**src/rtl/rob_if.sv**
```systemverilog
// rob_if: bundles the dispatcher, CDB, query and commit signals of the reorder buffer.
// Ports: master = dispatcher/RS/LSB/regfile side, slave = the ROB itself.
// Signal names follow the core-wide naming used by the surrounding pipeline blocks.
interface rob_if;
  // allocation from dispatcher
  logic        enable_from_dsp;
  logic [31:0] pc_from_dsp;
  logic [4:0]  rd_from_dsp;
  logic [1:0]  kind_from_dsp;
  logic        pred_jump_from_dsp;
  logic [4:0]  alloc_rob_id;
  // operand lookup
  logic [4:0]  query_j_id;
  logic [4:0]  query_k_id;
  logic        query_j_ready;
  logic        query_k_ready;
  logic [31:0] query_j_value;
  logic [31:0] query_k_value;
  // common data buses
  logic        enable_cdb_rs;
  logic [4:0]  cdb_rs_rob_id;
  logic [31:0] cdb_rs_value;
  logic        cdb_rs_jump;
  logic [31:0] cdb_rs_pc_next;
  logic        enable_cdb_lsb;
  logic [4:0]  cdb_lsb_rob_id;
  logic [31:0] cdb_lsb_value;
  // commit / redirect
  logic        commit_reg_en;
  logic [4:0]  commit_rd;
  logic [4:0]  commit_rob_id;
  logic [31:0] commit_value;
  logic        commit_store_en;
  logic [4:0]  commit_store_rob_id;
  logic        mispredict;
  logic [31:0] redirect_pc;
  logic        full_rob;

  modport master (
    output enable_from_dsp, pc_from_dsp, rd_from_dsp, kind_from_dsp, pred_jump_from_dsp,
    output query_j_id, query_k_id,
    output enable_cdb_rs, cdb_rs_rob_id, cdb_rs_value, cdb_rs_jump, cdb_rs_pc_next,
    output enable_cdb_lsb, cdb_lsb_rob_id, cdb_lsb_value,
    input  alloc_rob_id, query_j_ready, query_k_ready, query_j_value, query_k_value,
    input  commit_reg_en, commit_rd, commit_rob_id, commit_value,
    input  commit_store_en, commit_store_rob_id, mispredict, redirect_pc, full_rob
  );

  modport slave (
    input  enable_from_dsp, pc_from_dsp, rd_from_dsp, kind_from_dsp, pred_jump_from_dsp,
    input  query_j_id, query_k_id,
    input  enable_cdb_rs, cdb_rs_rob_id, cdb_rs_value, cdb_rs_jump, cdb_rs_pc_next,
    input  enable_cdb_lsb, cdb_lsb_rob_id, cdb_lsb_value,
    output alloc_rob_id, query_j_ready, query_k_ready, query_j_value, query_k_value,
    output commit_reg_en, commit_rd, commit_rob_id, commit_value,
    output commit_store_en, commit_store_rob_id, mispredict, redirect_pc, full_rob
  );
endinterface

```
**src/rtl/rob.sv**
```systemverilog
// rob: 16-entry reorder buffer; in-order commit of one head entry per cycle, flush on mispredict.
// Ports: clk, rst (sync, active-high), rdy (global stall), bus (rob_if.slave: alloc, query, CDB, commit).
// Option: define ROB_CDB_BYPASS_EN to let queries see same-cycle CDB broadcasts.
module rob (
  input  logic clk,
  input  logic rst,
  input  logic rdy,
  rob_if.slave bus
);
  localparam int         N       = 16;
  localparam logic [4:0] NON_DEP = 5'd16;
  localparam logic [1:0] K_ALU = 2'd0, K_BR = 2'd1, K_ST = 2'd2, K_JMP = 2'd3;

  logic [3:0]   head_q, head_d, tail_q, tail_d;
  logic [4:0]   count_q, count_d;
  logic [N-1:0] busy_q, busy_d, done_q, done_d;
  logic [1:0]   kind_q [N];
  logic [4:0]   rd_q   [N];
  logic [31:0]  val_q  [N];
  logic [31:0]  pcn_q  [N];
  logic [N-1:0] pj_q, jump_q;

  logic        creg_en_q, creg_en_d, cst_en_q, cst_en_d, mis_q, mis_d;
  logic [4:0]  crd_q, crd_d, crid_q, crid_d, cst_id_q, cst_id_d;
  logic [31:0] cval_q, cval_d, rpc_q, rpc_d;

  // The fetch pc travels with the entry only for tracing; redirect targets come from the RS.
  logic unused_pc;
  assign unused_pc = ^bus.pc_from_dsp;

  logic       do_alloc, rs_hit, lsb_hit, do_commit;
  logic [3:0] rs_idx, lsb_idx;
  assign rs_idx  = bus.cdb_rs_rob_id[3:0];
  assign lsb_idx = bus.cdb_lsb_rob_id[3:0];
  // Everything is frozen while the flush pulse is out, so the mispredict cycle is a clean bubble.
  assign do_alloc  = bus.enable_from_dsp && rdy && !mis_q && (count_q != 5'd16);
  assign rs_hit    = bus.enable_cdb_rs  && rdy && !mis_q && !bus.cdb_rs_rob_id[4]  && busy_q[rs_idx];
  assign lsb_hit   = bus.enable_cdb_lsb && rdy && !mis_q && !bus.cdb_lsb_rob_id[4] && busy_q[lsb_idx];
  assign do_commit = rdy && !mis_q && busy_q[head_q] && done_q[head_q];

  always_comb begin
    head_d = head_q; tail_d = tail_q;
    busy_d = busy_q; done_d = done_q;
    creg_en_d = 1'b0; crd_d = '0; crid_d = '0; cval_d = '0;
    cst_en_d = 1'b0; cst_id_d = '0; mis_d = 1'b0; rpc_d = rpc_q;
    if (do_alloc) begin
      busy_d[tail_q] = 1'b1;
      done_d[tail_q] = 1'b0;
      tail_d = tail_q + 4'd1;
    end
    if (rs_hit)  done_d[rs_idx]  = 1'b1;
    if (lsb_hit) done_d[lsb_idx] = 1'b1;
    if (do_commit) begin
      busy_d[head_q] = 1'b0;
      done_d[head_q] = 1'b0;
      head_d = head_q + 4'd1;
      if ((kind_q[head_q] == K_ALU || kind_q[head_q] == K_JMP) && rd_q[head_q] != 5'd0) begin
        creg_en_d = 1'b1;
        crd_d     = rd_q[head_q];
        crid_d    = {1'b0, head_q};
        cval_d    = val_q[head_q];
      end
      if (kind_q[head_q] == K_ST) begin
        cst_en_d = 1'b1;
        cst_id_d = {1'b0, head_q};
      end
      // Jumps always redirect (target unknown at fetch); branches only on a wrong guess.
      if (kind_q[head_q] == K_JMP ||
          (kind_q[head_q] == K_BR && jump_q[head_q] != pj_q[head_q])) begin
        mis_d = 1'b1;
        rpc_d = pcn_q[head_q];
      end
    end
    count_d = count_q + {4'd0, do_alloc} - {4'd0, do_commit};
  end

  always_ff @(posedge clk) begin
    if (rst) begin
      head_q <= '0; tail_q <= '0; count_q <= '0; busy_q <= '0; done_q <= '0;
      creg_en_q <= 1'b0; crd_q <= '0; crid_q <= '0; cval_q <= '0;
      cst_en_q <= 1'b0; cst_id_q <= '0; mis_q <= 1'b0; rpc_q <= '0;
    end else begin
      if (mis_q) begin
        head_q <= '0; tail_q <= '0; count_q <= '0; busy_q <= '0; done_q <= '0;
      end else begin
        head_q <= head_d; tail_q <= tail_d; count_q <= count_d;
        busy_q <= busy_d; done_q <= done_d;
      end
      creg_en_q <= creg_en_d; crd_q <= crd_d; crid_q <= crid_d; cval_q <= cval_d;
      cst_en_q <= cst_en_d; cst_id_q <= cst_id_d; mis_q <= mis_d; rpc_q <= rpc_d;
    end
  end

  // Payload needs no reset: busy/done gate every use of it.
  always_ff @(posedge clk) begin
    if (do_alloc) begin
      kind_q[tail_q] <= bus.kind_from_dsp;
      rd_q[tail_q]   <= bus.rd_from_dsp;
      pj_q[tail_q]   <= bus.pred_jump_from_dsp;
      jump_q[tail_q] <= 1'b0;
    end
    if (rs_hit) begin
      val_q[rs_idx]  <= bus.cdb_rs_value;
      jump_q[rs_idx] <= bus.cdb_rs_jump;
      pcn_q[rs_idx]  <= bus.cdb_rs_pc_next;
    end
    if (lsb_hit) val_q[lsb_idx] <= bus.cdb_lsb_value;
  end

  logic [4:0]  qid  [2];
  logic        qrdy [2];
  logic [31:0] qval [2];
  assign qid[0] = bus.query_j_id;
  assign qid[1] = bus.query_k_id;

  always_comb begin
    for (int i = 0; i < 2; i++) begin
      qrdy[i] = 1'b0;
      qval[i] = '0;
      if (qid[i] == NON_DEP) begin
        qrdy[i] = 1'b1;
      end else if (!qid[i][4] && done_q[qid[i][3:0]]) begin
        qrdy[i] = 1'b1;
        qval[i] = val_q[qid[i][3:0]];
      end
`ifdef ROB_CDB_BYPASS_EN
      // LSB first so that an RS hit on the same id overrides it.
      if (bus.enable_cdb_lsb && qid[i] != NON_DEP && qid[i] == bus.cdb_lsb_rob_id) begin
        qrdy[i] = 1'b1;
        qval[i] = bus.cdb_lsb_value;
      end
      if (bus.enable_cdb_rs && qid[i] != NON_DEP && qid[i] == bus.cdb_rs_rob_id) begin
        qrdy[i] = 1'b1;
        qval[i] = bus.cdb_rs_value;
      end
`endif
    end
  end

  assign bus.query_j_ready       = qrdy[0];
  assign bus.query_j_value       = qval[0];
  assign bus.query_k_ready       = qrdy[1];
  assign bus.query_k_value       = qval[1];
  assign bus.alloc_rob_id        = {1'b0, tail_q};
  assign bus.full_rob            = (count_q == 5'd16);
  assign bus.commit_reg_en       = creg_en_q;
  assign bus.commit_rd           = crd_q;
  assign bus.commit_rob_id       = crid_q;
  assign bus.commit_value        = cval_q;
  assign bus.commit_store_en     = cst_en_q;
  assign bus.commit_store_rob_id = cst_id_q;
  assign bus.mispredict          = mis_q;
  assign bus.redirect_pc         = rpc_q;
endmodule

```
**src/flat_wrapper.sv**
```systemverilog
// flat-port wrapper written by rule: the top's interface ports become plain ports
module rob_flat 
  (clk, rst, rdy, bus_enable_from_dsp, bus_pc_from_dsp, bus_rd_from_dsp, bus_kind_from_dsp, bus_pred_jump_from_dsp, bus_query_j_id, bus_query_k_id, bus_enable_cdb_rs, bus_cdb_rs_rob_id, bus_cdb_rs_value, bus_cdb_rs_jump, bus_cdb_rs_pc_next, bus_enable_cdb_lsb, bus_cdb_lsb_rob_id, bus_cdb_lsb_value, bus_alloc_rob_id, bus_query_j_ready, bus_query_k_ready, bus_query_j_value, bus_query_k_value, bus_commit_reg_en, bus_commit_rd, bus_commit_rob_id, bus_commit_value, bus_commit_store_en, bus_commit_store_rob_id, bus_mispredict, bus_redirect_pc, bus_full_rob);
  rob_if bus_i ();
  input  logic clk;
  input  logic rst;
  input  logic rdy;
  input wire logic [$bits(bus_i.enable_from_dsp)-1:0] bus_enable_from_dsp;
  input wire logic [$bits(bus_i.pc_from_dsp)-1:0] bus_pc_from_dsp;
  input wire logic [$bits(bus_i.rd_from_dsp)-1:0] bus_rd_from_dsp;
  input wire logic [$bits(bus_i.kind_from_dsp)-1:0] bus_kind_from_dsp;
  input wire logic [$bits(bus_i.pred_jump_from_dsp)-1:0] bus_pred_jump_from_dsp;
  input wire logic [$bits(bus_i.query_j_id)-1:0] bus_query_j_id;
  input wire logic [$bits(bus_i.query_k_id)-1:0] bus_query_k_id;
  input wire logic [$bits(bus_i.enable_cdb_rs)-1:0] bus_enable_cdb_rs;
  input wire logic [$bits(bus_i.cdb_rs_rob_id)-1:0] bus_cdb_rs_rob_id;
  input wire logic [$bits(bus_i.cdb_rs_value)-1:0] bus_cdb_rs_value;
  input wire logic [$bits(bus_i.cdb_rs_jump)-1:0] bus_cdb_rs_jump;
  input wire logic [$bits(bus_i.cdb_rs_pc_next)-1:0] bus_cdb_rs_pc_next;
  input wire logic [$bits(bus_i.enable_cdb_lsb)-1:0] bus_enable_cdb_lsb;
  input wire logic [$bits(bus_i.cdb_lsb_rob_id)-1:0] bus_cdb_lsb_rob_id;
  input wire logic [$bits(bus_i.cdb_lsb_value)-1:0] bus_cdb_lsb_value;
  output wire logic [$bits(bus_i.alloc_rob_id)-1:0] bus_alloc_rob_id;
  output wire logic [$bits(bus_i.query_j_ready)-1:0] bus_query_j_ready;
  output wire logic [$bits(bus_i.query_k_ready)-1:0] bus_query_k_ready;
  output wire logic [$bits(bus_i.query_j_value)-1:0] bus_query_j_value;
  output wire logic [$bits(bus_i.query_k_value)-1:0] bus_query_k_value;
  output wire logic [$bits(bus_i.commit_reg_en)-1:0] bus_commit_reg_en;
  output wire logic [$bits(bus_i.commit_rd)-1:0] bus_commit_rd;
  output wire logic [$bits(bus_i.commit_rob_id)-1:0] bus_commit_rob_id;
  output wire logic [$bits(bus_i.commit_value)-1:0] bus_commit_value;
  output wire logic [$bits(bus_i.commit_store_en)-1:0] bus_commit_store_en;
  output wire logic [$bits(bus_i.commit_store_rob_id)-1:0] bus_commit_store_rob_id;
  output wire logic [$bits(bus_i.mispredict)-1:0] bus_mispredict;
  output wire logic [$bits(bus_i.redirect_pc)-1:0] bus_redirect_pc;
  output wire logic [$bits(bus_i.full_rob)-1:0] bus_full_rob;
  assign bus_i.enable_from_dsp = bus_enable_from_dsp;
  assign bus_i.pc_from_dsp = bus_pc_from_dsp;
  assign bus_i.rd_from_dsp = bus_rd_from_dsp;
  assign bus_i.kind_from_dsp = bus_kind_from_dsp;
  assign bus_i.pred_jump_from_dsp = bus_pred_jump_from_dsp;
  assign bus_i.query_j_id = bus_query_j_id;
  assign bus_i.query_k_id = bus_query_k_id;
  assign bus_i.enable_cdb_rs = bus_enable_cdb_rs;
  assign bus_i.cdb_rs_rob_id = bus_cdb_rs_rob_id;
  assign bus_i.cdb_rs_value = bus_cdb_rs_value;
  assign bus_i.cdb_rs_jump = bus_cdb_rs_jump;
  assign bus_i.cdb_rs_pc_next = bus_cdb_rs_pc_next;
  assign bus_i.enable_cdb_lsb = bus_enable_cdb_lsb;
  assign bus_i.cdb_lsb_rob_id = bus_cdb_lsb_rob_id;
  assign bus_i.cdb_lsb_value = bus_cdb_lsb_value;
  assign bus_alloc_rob_id = bus_i.alloc_rob_id;
  assign bus_query_j_ready = bus_i.query_j_ready;
  assign bus_query_k_ready = bus_i.query_k_ready;
  assign bus_query_j_value = bus_i.query_j_value;
  assign bus_query_k_value = bus_i.query_k_value;
  assign bus_commit_reg_en = bus_i.commit_reg_en;
  assign bus_commit_rd = bus_i.commit_rd;
  assign bus_commit_rob_id = bus_i.commit_rob_id;
  assign bus_commit_value = bus_i.commit_value;
  assign bus_commit_store_en = bus_i.commit_store_en;
  assign bus_commit_store_rob_id = bus_i.commit_store_rob_id;
  assign bus_mispredict = bus_i.mispredict;
  assign bus_redirect_pc = bus_i.redirect_pc;
  assign bus_full_rob = bus_i.full_rob;
  rob u_core (.clk(clk), .rst(rst), .rdy(rdy), .bus(bus_i));
endmodule
```
**config.mk**
```make
export PLATFORM = sky130hd
export DESIGN_NAME = rob_flat
export DESIGN_NICKNAME = d
export VERILOG_FILES = /design/src/rtl/rob_if.sv /design/src/rtl/rob.sv /design/src/flat_wrapper.sv
export SDC_FILE = /design/constraint.sdc
export NUM_CORES = 2
export LEC_CHECK = 0
export CAP_MARGIN = 15
export CORE_ASPECT_RATIO = 0.8
export CORE_MARGIN = 10
export CORE_UTILIZATION = 40
export DETAILED_ROUTE_END_ITERATION = 10
export HOLD_SLACK_MARGIN = 0.15
export PLACE_DENSITY = 0.62
export SKIP_LAST_GASP = 1
export SYNTH_ARGS = -nofsm -noshare
export SYNTH_HDL_FRONTEND = slang
export SYNTH_SLANG_ARGS = --single-unit
export TNS_END_PERCENT = 20
```
**constraint.sdc**
```tcl
create_clock -name clk -period 12.6 [get_ports clk]
set_clock_uncertainty 0.15 [all_clocks]
set_input_delay 2.52 -clock clk [delete_from_list [all_inputs] [get_ports clk]]
set_output_delay 2.52 -clock clk [all_outputs]
set_load 0.05 [all_outputs]
```
==> results_dict.tcl <==
set metrics [dict create \
    cts.clk_slew.worst_paths_ns 0.06 \
    postCtsHoldBufs 0 \
    grt.total_usage_pct 22.2 \
    synth_common_cells "1152 x edfxtp_1, 663 x mux4_2, 481 x mux2_2" \
    final_nets 3882 \
    routed_wl_mm 199 \
    reg2reg_from "u_core.head_q[1]" \
    boundaryPins 317 \
    yosys_warnings 0 \
    synthesis.area_um2 64000 \
    gp_congestion 0.815 \
    syn_avg_cell_area_um2 18.1 \
    synth_top_area_cell "edfxtp_1" \
    grt_pass1_vias 37400 \
    port-buffer-count 281 \
    drc_errors 0 \
    synth-edff-count 1152 \
    post-route-period-util_pct 71.1 \
    cp.arrival_ns 6.29 \
    yosys-top-cells-area "edfxtp_1 54%, mux4_2 23%, mux2_2 8.5%" \
    drive_above_1_share_pct 39.7 \
    power_density_nw_per_um2 126 \
    status "finished, final reports clean" \
    async_flop_share_pct 0 \
    netlist_instances 3539 \
    ctsHtreeMaxLevel 4 \
    slowest_stage "clkdlybuf4s50_1" \
    startpoint_type "primary input" \
    design_area_um2 73300 \
    maxSlewHeadroom_pct 24.9 \
    period_minus_slack_ns 8.96 \
    hold_start "u_core.jump_q[13]" \
    drv_cap 0 \
    drtIter0Drc 4116 \
    cp_cell_sequence "buf_2 -> buf_4 -> a211oi_1 -> a211o_2 -> nor2b_1 -> clkdlybuf4s50_1" \
    crit_start "bus_query_j_id[3]" \
    cts.repair.resized 0 \
    top_layer "met5" \
    hold_path.class "reg2reg" \
    fmax_mhz 112 \
    die_area_um2 177000 \
    setup_ws_ns 3.64 \
    initial_core_util_pct 40.2 \
    firstDrtPassIters 7 \
    core_area_um2 159000 \
    via_per_inst 6.19 \
    die_h_um 378 \
    worstPathMaxFanout 33 \
    critical_path.endpoint_type "output port" \
    root_buffer "clkbuf_16" \
    dpl.hpwl_mm 106 \
    hold_viol_final 0 \
    postCtsSetupBuffers 0 \
    wl_per_cell_um 33.5 \
    fin_setup_tns_ns 0 \
    cts_sinks 1297 \
    critical_path_class "in2out" \
    setup_viol 0 \
    wl_met1_mm 81.5 \
    required_ns 9.93 \
    cts.path.max_buffers 3 \
    num_rows 131 \
    p_leak_uw 0.0226 \
    vias 36900 \
    clk_latency_ns 0.80 \
    final_util_pct 46.0 \
    hold_slack_ns 0.310 \
    cts_tree "built" \
    route.met3.wl_mm 16.4 \
    worst-path-buf-inv 3 \
    dominantRegCellSynth "edfxtp_1" \
    ir_worst_vdd_mv 0.0964 \
    post_dp_cell_area_um2 68800 \
    dp_slack_ns 3.71 \
    synth.most_common_cell "edfxtp_1" \
    final_max_slew_viol_count 0 \
    area_growth_pct 14.5 \
    grt_pass1_wl_mm 283 \
    worst_pin_slew_ns 1.13 \
    overflow 0 \
    synth_seq_area_share_pct 58.6 \
    cts_buffers 141 \
    die_w_um 467 \
    rsz0062_at_grt "false" \
    ys_ff_latch 1297 \
    yosys.area.top_type_share_pct 54.0 \
    crit_family "buffers and inverters" \
    slowest_delay_ns 0.93 \
    met2_length_mm 92.9 \
    synthDistinctLibCells 57 \
    drtAntennaViolNets 0 \
    grt_max_degree 113 \
    antenna_found_initial 37 \
]
## cell type report
type                    count  area, um^2
diodes                     15        37.5
clock buffers             189        3740
clock inverters            71         663
fillers                 13600       86000
inverters                  38         148
multi-input cells        1859       25000
flip-flops and latches   1297       37500
well taps                2128        2660
repair buffers            364        3480
## report_power, final
| group | switching, uW | total, uW | internal (uW) |
|---|---|---|---|
| Combinational | 281 | 520 | 239 |
| Clock | 1790 | 4000 | 2220 |
| Sequential | 6.15 | 4690 | 4680 |
## cell families (layout without fill, tap and decap cells)
kind of cell	Yosys count	count (layout)	synth area share (%)
flip-flops	1297	1297	58.6
AND/OR/NAND/NOR	453	453	3.64
buffers and inverters	385	662	2.76
other	1	18	0.00586
multiplexers	1163	1163	32.3
XOR/XNOR	9	9	0.123
adder cells (fa/ha/maj)	18	18	0.364
AO/OA/AOI/OAI	213	213	2.22
## per-stage QoR
step,instances,power (uW)
after floorplan,3541,5110
after global placement,5686,5290
after detailed placement,5686,5300
after CTS,5946,9290
after global routing,5959,9490
final,5961,9210
## worst reg2reg max path, delay by kind of cell (launching register included)
| family | cells | cell delay (ns) |
|---|---|---|
| compound gates | 1 | 0.33 |
| buf+inv | 4 | 2.59 |
| flops | 1 | 1.00 |
| mux | 1 | 0.43 |
| simple gates | 4 | 1.37 |
## worst paths after layout
check	to	slack, ns	cells past startpoint
min reg2reg	u_core.jump_q[13]	0.31	2
max reg2reg	u_core.bus.commit_value[21]	6.56	10
max	bus_query_j_value[17]	3.64	6
min	u_core.jump_q[13]	0.31	2
## state kept, by name (all words and copies together) (netlist names), named ones only
register	cells
u_core.bus.commit_rd	5
u_core.bus.commit_reg_en	1
u_core.bus.commit_rob_id	4
u_core.bus.commit_store_en	1
u_core.bus.commit_store_rob_id	4
u_core.bus.commit_value	32
u_core.bus.mispredict	1
u_core.bus.redirect_pc	32
u_core.busy_q	16
u_core.count_q	5
u_core.done_q	16
u_core.head_q	4
u_core.jump_q	16
u_core.kind_q	32
u_core.pcn_q	512
u_core.pj_q	16
u_core.rd_q	80
u_core.tail_q	4
u_core.val_q	512
## placed cells by master (no fill, tap or decap), types with 20 or more instances in the layout
cell / synthesis / final
edfxtp_1: 1152 / 1152
mux4_2: 663 / 663
mux2_2: 481 / 481
clkdlybuf4s50_1: 0 / 272
nand2_1: 174 / 174
clkbuf_16: 0 / 142
dfxtp_1: 145 / 141
nor2b_1: 83 / 83
buf_4: 9 / 81
a22oi_1: 64 / 64
nand3_1: 54 / 47
clkbuf_1: 175 / 46
a21oi_1: 43 / 43
clkinv_1: 0 / 34
inv_1: 34 / 33
o21ai_1: 33 / 33
nor2_1: 47 / 31
a311oi_1: 27 / 27
nor2b_2: 20 / 20
## metal layers
layer	track usage (%)	vias up
met5	0	-
met4	9.35	24
met3	4.96	425
met2	34.4	1824
met1	30.2	19600
li1	-	15000
No activity file was read; power rests on OpenSTA's default activity.
